### config.mk
export PLATFORM = sky130hd
export DESIGN_NAME = if_prefetch_stage
export DESIGN_NICKNAME = d
export VERILOG_FILES = /design/src/rtl/if_prefetch_stage_pkg.sv /design/src/rtl/if_prefetch_fifo.sv /design/src/rtl/if_prefetch_stage.sv
export SDC_FILE = /design/constraint.sdc
export NUM_CORES = 1
export LEC_CHECK = 0
export BUFFER_PORTS_ARGS = -buffer_cell sky130_fd_sc_hd__buf_2
export CAP_MARGIN = 30
export CORE_MARGIN = 8
export CORE_UTILIZATION = 40
export DETAILED_ROUTE_END_ITERATION = 12
export GPL_ROUTABILITY_DRIVEN = 0
export GPL_TIMING_DRIVEN = 0
export PLACE_DENSITY = 0.59
export RECOVER_POWER = 25
export SYNTH_ARGS = -nofsm -noshare
export SYNTH_HDL_FRONTEND = slang
export SYNTH_SLANG_ARGS = --single-unit
### constraint.sdc
create_clock -name clk -period 7.55 [get_ports clk]
set_clock_uncertainty 0.1 [all_clocks]
set_input_delay 1.51 -clock clk [delete_from_list [all_inputs] [get_ports clk]]
set_output_delay 1.51 -clock clk [all_outputs]
set_load 0.01 [all_outputs]
### src/rtl/if_prefetch_stage_pkg.sv
// Shared definitions for the mips_16 instruction-fetch stage: fetch FSM encoding and the NOP word.
package if_prefetch_stage_pkg;

  typedef enum logic [1:0] {
    S_IDLE    = 2'd0,
    S_REQ     = 2'd1,
    S_DISCARD = 2'd2
  } fetch_state_t;

  localparam logic [15:0] NOP_WORD = 16'h0000;

endpackage

### src/rtl/if_prefetch_fifo.sv
// Prefetch queue: synchronous FIFO with push/pop/flush and an occupancy count.
// Flush wins over push and pop. Push and pop together are legal when full.
module if_prefetch_fifo #(
  parameter int unsigned WIDTH = 24,
  parameter int unsigned DEPTH = 2
) (
  input  logic                         clk,
  input  logic                         rst,
  input  logic                         push,
  input  logic                         pop,
  input  logic                         flush,
  input  logic [WIDTH-1:0]             din,
  output logic [WIDTH-1:0]             dout,
  output logic [$clog2(DEPTH+1)-1:0]   count,
  output logic                         full,
  output logic                         empty
);

  localparam int unsigned PW = $clog2(DEPTH);
  localparam int unsigned CW = $clog2(DEPTH+1);

  logic [WIDTH-1:0] r_mem [DEPTH];
  logic [PW-1:0]    r_wr_ptr;
  logic [PW-1:0]    r_rd_ptr;
  logic [CW-1:0]    r_count;
  logic             w_push;
  logic             w_pop;

  assign w_push = push && !flush;
  assign w_pop  = pop && !flush && (r_count != '0);

  always_ff @(posedge clk) begin
    if (rst || flush) begin
      r_wr_ptr <= '0;
      r_rd_ptr <= '0;
      r_count  <= '0;
    end else begin
      if (w_push) r_wr_ptr <= r_wr_ptr + PW'(1);
      if (w_pop)  r_rd_ptr <= r_rd_ptr + PW'(1);
      case ({w_push, w_pop})
        2'b10:   r_count <= r_count + CW'(1);
        2'b01:   r_count <= r_count - CW'(1);
        default: r_count <= r_count;
      endcase
    end
  end

  // Storage needs no reset; occupancy is tracked by the count.
  always_ff @(posedge clk) begin
    if (w_push) r_mem[r_wr_ptr] <= din;
  end

  assign dout  = r_mem[r_rd_ptr];
  assign count = r_count;
  assign full  = (r_count == CW'(DEPTH));
  assign empty = (r_count == '0);

endmodule

### src/rtl/if_prefetch_stage.sv
// mips_16 fetch stage: owns the fetch PC, reads imem over req/ack, buffers words for decode.
//   state     | meaning
//   S_IDLE    | no request outstanding (queue full or just reset)
//   S_REQ     | request for fetch_pc outstanding
//   S_DISCARD | request for a pre-branch address outstanding; its data is dropped
module if_prefetch_stage
  import if_prefetch_stage_pkg::*;
#(
  parameter int unsigned PC_WIDTH = 8,
  parameter int unsigned DEPTH    = 2,
  parameter int unsigned RESET_PC = 0
) (
  input  logic                clk,
  input  logic                rst,
  output logic                imem_req,
  output logic [PC_WIDTH-1:0] imem_addr,
  input  logic                imem_ack,
  input  logic [15:0]         imem_rdata,
  input  logic                instruction_decode_en,
  input  logic                branch_taken,
  input  logic [5:0]          branch_offset_imm,
  output logic [15:0]         instruction,
  output logic [PC_WIDTH-1:0] instruction_pc,
  output logic                fetch_valid
);

  localparam int unsigned QW = PC_WIDTH + 16;
  localparam int unsigned CW = $clog2(DEPTH+1);
  localparam logic [CW-1:0] DEPTH_CNT = CW'(DEPTH);

  fetch_state_t        r_state;
  fetch_state_t        w_state_nxt;
  logic [PC_WIDTH-1:0] r_fetch_pc;
  logic [PC_WIDTH-1:0] r_stale_addr;
  logic [PC_WIDTH-1:0] r_id_pc;
  logic [PC_WIDTH-1:0] w_target;
  logic [PC_WIDTH-1:0] w_head_pc;
  logic [15:0]         w_head_instr;
  logic [QW-1:0]       w_head;
  logic [CW-1:0]       w_count;
  logic [CW-1:0]       w_count_after_pop;
  logic [CW-1:0]       w_count_after_push;
  logic                w_full;
  logic                w_empty;
  logic                w_push;
  logic                w_pop;
  logic                w_head_live;

  // A taken branch hides the head (no delay slot) and blocks both pop and push.
  assign w_head_live        = !w_empty && !branch_taken;
  assign w_pop              = instruction_decode_en && w_head_live;
  assign w_push             = (r_state == S_REQ) && imem_ack && !branch_taken;
  assign w_count_after_pop  = w_count - CW'(w_pop);
  assign w_count_after_push = w_count_after_pop + CW'(w_push);
  assign w_target           = r_id_pc + PC_WIDTH'(1) + PC_WIDTH'($signed(branch_offset_imm));
  assign {w_head_pc, w_head_instr} = w_head;

  if_prefetch_fifo #(
    .WIDTH (QW),
    .DEPTH (DEPTH)
  ) u_fifo (
    .clk   (clk),
    .rst   (rst),
    .push  (w_push),
    .pop   (w_pop),
    .flush (branch_taken),
    .din   ({r_fetch_pc, imem_rdata}),
    .dout  (w_head),
    .count (w_count),
    .full  (w_full),
    .empty (w_empty)
  );

  always_ff @(posedge clk) begin
    if (rst) r_state <= S_IDLE;
    else     r_state <= w_state_nxt;
  end

  always_comb begin
    w_state_nxt = r_state;
    unique case (r_state)
      S_IDLE: begin
        if (branch_taken || (w_count_after_pop < DEPTH_CNT)) w_state_nxt = S_REQ;
      end
      S_REQ: begin
        if (branch_taken)                                      w_state_nxt = imem_ack ? S_REQ : S_DISCARD;
        else if (imem_ack && (w_count_after_push >= DEPTH_CNT)) w_state_nxt = S_IDLE;
      end
      S_DISCARD: begin
        if (imem_ack) w_state_nxt = S_REQ;
      end
      default: w_state_nxt = S_IDLE;
    endcase
  end

  always_comb begin
    imem_req  = 1'b0;
    imem_addr = r_fetch_pc;
    case (r_state)
      S_REQ:     imem_req = 1'b1;
      S_DISCARD: begin
        imem_req  = 1'b1;
        imem_addr = r_stale_addr;
      end
      default: ;
    endcase
  end

  always_ff @(posedge clk) begin
    if (rst) begin
      r_fetch_pc   <= PC_WIDTH'(RESET_PC);
      r_stale_addr <= '0;
      r_id_pc      <= '0;
    end else begin
      if (branch_taken)  r_fetch_pc <= w_target;
      else if (w_push)   r_fetch_pc <= r_fetch_pc + PC_WIDTH'(1);
      // The memory still owes a reply for this address; keep presenting it until ack.
      if (branch_taken && (r_state == S_REQ) && !imem_ack) r_stale_addr <= r_fetch_pc;
      if (w_pop)         r_id_pc <= w_head_pc;
    end
  end

  assign instruction    = w_head_live ? w_head_instr : NOP_WORD;
  assign instruction_pc = w_head_live ? w_head_pc : '0;
  assign fetch_valid    = w_head_live;

  a_no_push_when_full: assert property (@(posedge clk) disable iff (rst) !(w_push && w_full));

endmodule

==> impl_results.rst <==
.. list-table::
   :header-rows: 1

   * - Metric
     - Value
   * - DIE HEIGHT
     - 111 um
   * - Layout cell share with drive strength beyond 1
     - 0.241
   * - Latest clock arrival within the worst-skew pair
     - 0.35 ns
   * - Final routed DRC violation total
     - 0
   * - Util after Layout
     - 0.491
   * - Max IR drop VDD
     - 125 uV
   * - Final hold vios
     - 0
   * - Antenna Nets Post-Route
     - 0
   * - Slew at the pin closest to its max-slew limit
     - 0.645 ns
   * - Total wire length
     - 7.73 mm
   * - Global-route wire length before repair
     - 12.8 mm
   * - Area Growth Syn to Fin
     - 19.4%
   * - Final nets
     - 418
   * - Clock slew seen by the registers of the worst setup and hold paths
     - 0.08 ns
   * - Number of standard cells in the layout, taps in and fillers out
     - 490
   * - Die width
     - 111 um
   * - EDFF count, synth
     - 48
   * - Post-placement cell count
     - 474
   * - Number of buffers created by CTS
     - 9
   * - Most common flop cell mapped by yosys
     - edfxtp_1
   * - Core Area
     - 8720 sq um
   * - Number of vias after detailed routing
     - 2482
   * - Ports placed on the boundary
     - 61
   * - Port buffer count
     - 59
   * - Status
     - completed
   * - Master cell of the clock root buffer
     - clkbuf_8
   * - Critical path class
     - input port to primary output
   * - # rows
     - 34
   * - Reported leakage power
     - 1.67 nW
   * - Final HPWL from detailed placement
     - 5.79 mm
   * - Share of synthesized area occupied by flip-flops and latches
     - 0.575
   * - Cells after Synth
     - 305
   * - TritonCTS clock tree
     - done
   * - Most frequent cells after synthesis
     - 57 x nor2_1, 48 x edfxtp_1, 31 x dfxtp_1, 31 x mux2i_1, 15 x a211oi_1
   * - Cell with the most instances after synthesis
     - nor2_1
   * - Pre-antenna DRT Iters
     - 4
   * - Summed negative setup slack over all endpoints
     - 0 ns
   * - Worst setup SP type
     - input port
   * - Crit-path leading delay family
     - buffers and inverters
   * - Post-route standard cell area excluding fillers
     - 4280 sq um
   * - Pins over their slew limit
     - 0
   * - Number of hold buffers added after CTS
     - 0
   * - Area share of the largest cell type after synthesis
     - 0.402
   * - Syn. warnings
     - 0
   * - Highest net fanout along the worst path
     - 10
   * - Worst path bufs/invs
     - 4
   * - Delay of the slowest cell on the worst path
     - 0.44 ns
   * - Netlist area before placement
     - 3580 sq um
   * - Synth area leader
     - edfxtp_1
   * - H-tree depth
     - 3
   * - Setup crit end kind
     - primary output
   * - Post-cts gate resize count
     - 0
   * - Period utilisation layout
     - 0.582
   * - Data required, critical path
     - 5.94 ns
   * - Arrival time at the worst endpoint
     - 2.78 ns
   * - Count of unique library cells instantiated by Yosys
     - 39
   * - Time the worst path needs with I/O delays and setup
     - 4.39 ns
   * - Maximum Capacitance Violations
     - 0
   * - Routed len/inst
     - 15.8 um
   * - Total track usage
     - 0.129
   * - Area post-placement
     - 4070 sq um
   * - Slowest library cell on the worst path
     - clkbuf_1
   * - Via count of the first global-routing pass
     - 2459
   * - Mean post-synth cell area
     - 11.7 sq um
   * - Setup-violating endpoint count in the final report
     - 0
   * - Cell Pwr Density
     - 207 nW/um^2
   * - Starting utilization of the core area
     - 0.411
   * - Setup Fix Bufs, Post-CTS
     - 0
   * - Syn nets
     - 346
   * - Class of the worst hold path
     - flop to flop
   * - Grt ovf
     - 0
   * - Clock tree buffer depth
     - 2
   * - Antenna violations before repair
     - 0
   * - RSZ-0062 raised after global routing
     - no
   * - # clock sinks
     - 79
   * - Share of synthesized registers carrying an async set or reset
     - 0
   * - Maximum clock frequency
     - 0.228 GHz
   * - Slew HR
     - 0.570
   * - Die Footprint
     - 12200 sq um
   * - Biggest area contributors in the synthesized netlist
     - edfxtp_1 40%, dfxtp_1 17%, mux2i_1 8.7%
   * - Diode count
     - 0
   * - Register bit count reported by yosys
     - 79
   * - Ordered list of cells on the worst path
     - buf_4 > inv_2 > o21ai_2 > clkbuf_1 > nor2_1 > buf_2
   * - Violation count after the first detailed-route iteration
     - 141
   * - Maximum number of pins on one net before global-route repair
     - 17
   * - Avg Vias per Cell
     - 5.07
[sequential cells by signal (all words and copies together), names as in the netlist, named ones only]
| name | count |
|---|---|
| r_state | 2 |
| r_stale_addr | 8 |
| u_fifo.r_wr_ptr | 1 |
| u_fifo.count | 2 |
| r_fetch_pc | 8 |
| u_fifo.r_rd_ptr | 1 |
| u_fifo.r_mem | 48 |
| r_id_pc | 8 |
[area by class of cell]
| cell class | count | area (sq um) |
|---|---|---|
| Fill cell | 787 | 4440 |
| Clock inverter | 7 | 86.3 |
| Clock buffer | 9 | 124 |
| Buffer | 14 | 62.6 |
| Tap cell | 108 | 135 |
| Sequential cell | 79 | 2060 |
| Inverter | 12 | 45.0 |
| Timing Repair Buffer | 61 | 344 |
| Multi-Input combinational cell | 200 | 1420 |
[placed cells by master (no fill, tap or decap), types with 8 or more instances in the layout]
cell type,instances
a211oi_1,15
a21oi_1,9
buf_2,59
clkbuf_1,13
clkbuf_8,9
dfxtp_1,31
edfxtp_1,48
ha_1,13
inv_1,11
mux2_2,8
mux2i_1,31
nor2_1,55
xnor2_1,12
[through the flow]
| stage | hold WS (ns) | worst slack (ns) | power (mW) |
|---|---|---|---|
| 4_1_cts | 0.366 | 3.13 | 0.895 |
| 3_5_place_dp | 0.346 | 3.14 | 0.567 |
| 5_1_grt | 0.392 | 3.02 | 0.921 |
| 3_3_place_gp | 0.335 | 3.14 | 0.563 |
| 6_report | 0.363 | 3.16 | 0.884 |
| 2_1_floorplan | 0.324 | 3.64 | 0.536 |
[worst reg2reg max path, cell delays in order (launching register included)]
cell	delay, ns
dfxtp_1	0.33
inv_1	0.09
ha_1	0.33
nand3_1	0.21
nor2_2	0.54
buf_16	0.23
[layer usage]
metal	track usage	vias to the layer above	share of wire
met2	0.207	47	0.48
met4	0.0297	0	0.0088
li1	-	1248	-
met3	0.0438	8	0.043
met5	0	-	0
met1	0.162	1179	0.47
[final timing paths]
kind / start / end / slack [ns] / cells after the start
max: branch_taken / instruction_pc[0] / 3.16 / 6
min: r_fetch_pc[2]$_SDFFE_PP0P_ / u_fifo.r_mem[0][18]$_DFFE_PP_ / 0.36 / 0
max reg2reg: r_state[1]$_SDFFE_PP0P_ / u_fifo.r_mem[0][12]$_DFFE_PP_ / 5.43 / 5
min reg2reg: r_fetch_pc[2]$_SDFFE_PP0P_ / u_fifo.r_mem[0][18]$_DFFE_PP_ / 0.36 / 0
[cell families (layout without fill, tap and decap cells)]
kind of cell,Yosys count,in the layout,share of synthesized area
xor gates and xnor gates,16,16,0.0391
buffers and inverters,26,103,0.0300
and+or+nand+nor,87,87,0.108
adders and majority gates,14,14,0.0510
DFF,79,79,0.575
AOI/OAI and AO/OA,44,44,0.0852
muxes,39,39,0.112
[report_power, final]
group	internal, mW	total [mW]	switching (mW)
logic	0.0333	0.0775	0.0442
clock network	0.160	0.328	0.167
registers	0.469	0.479	0.00952
total	0.663	0.884	0.221
(Power assumes the default switching activity.)
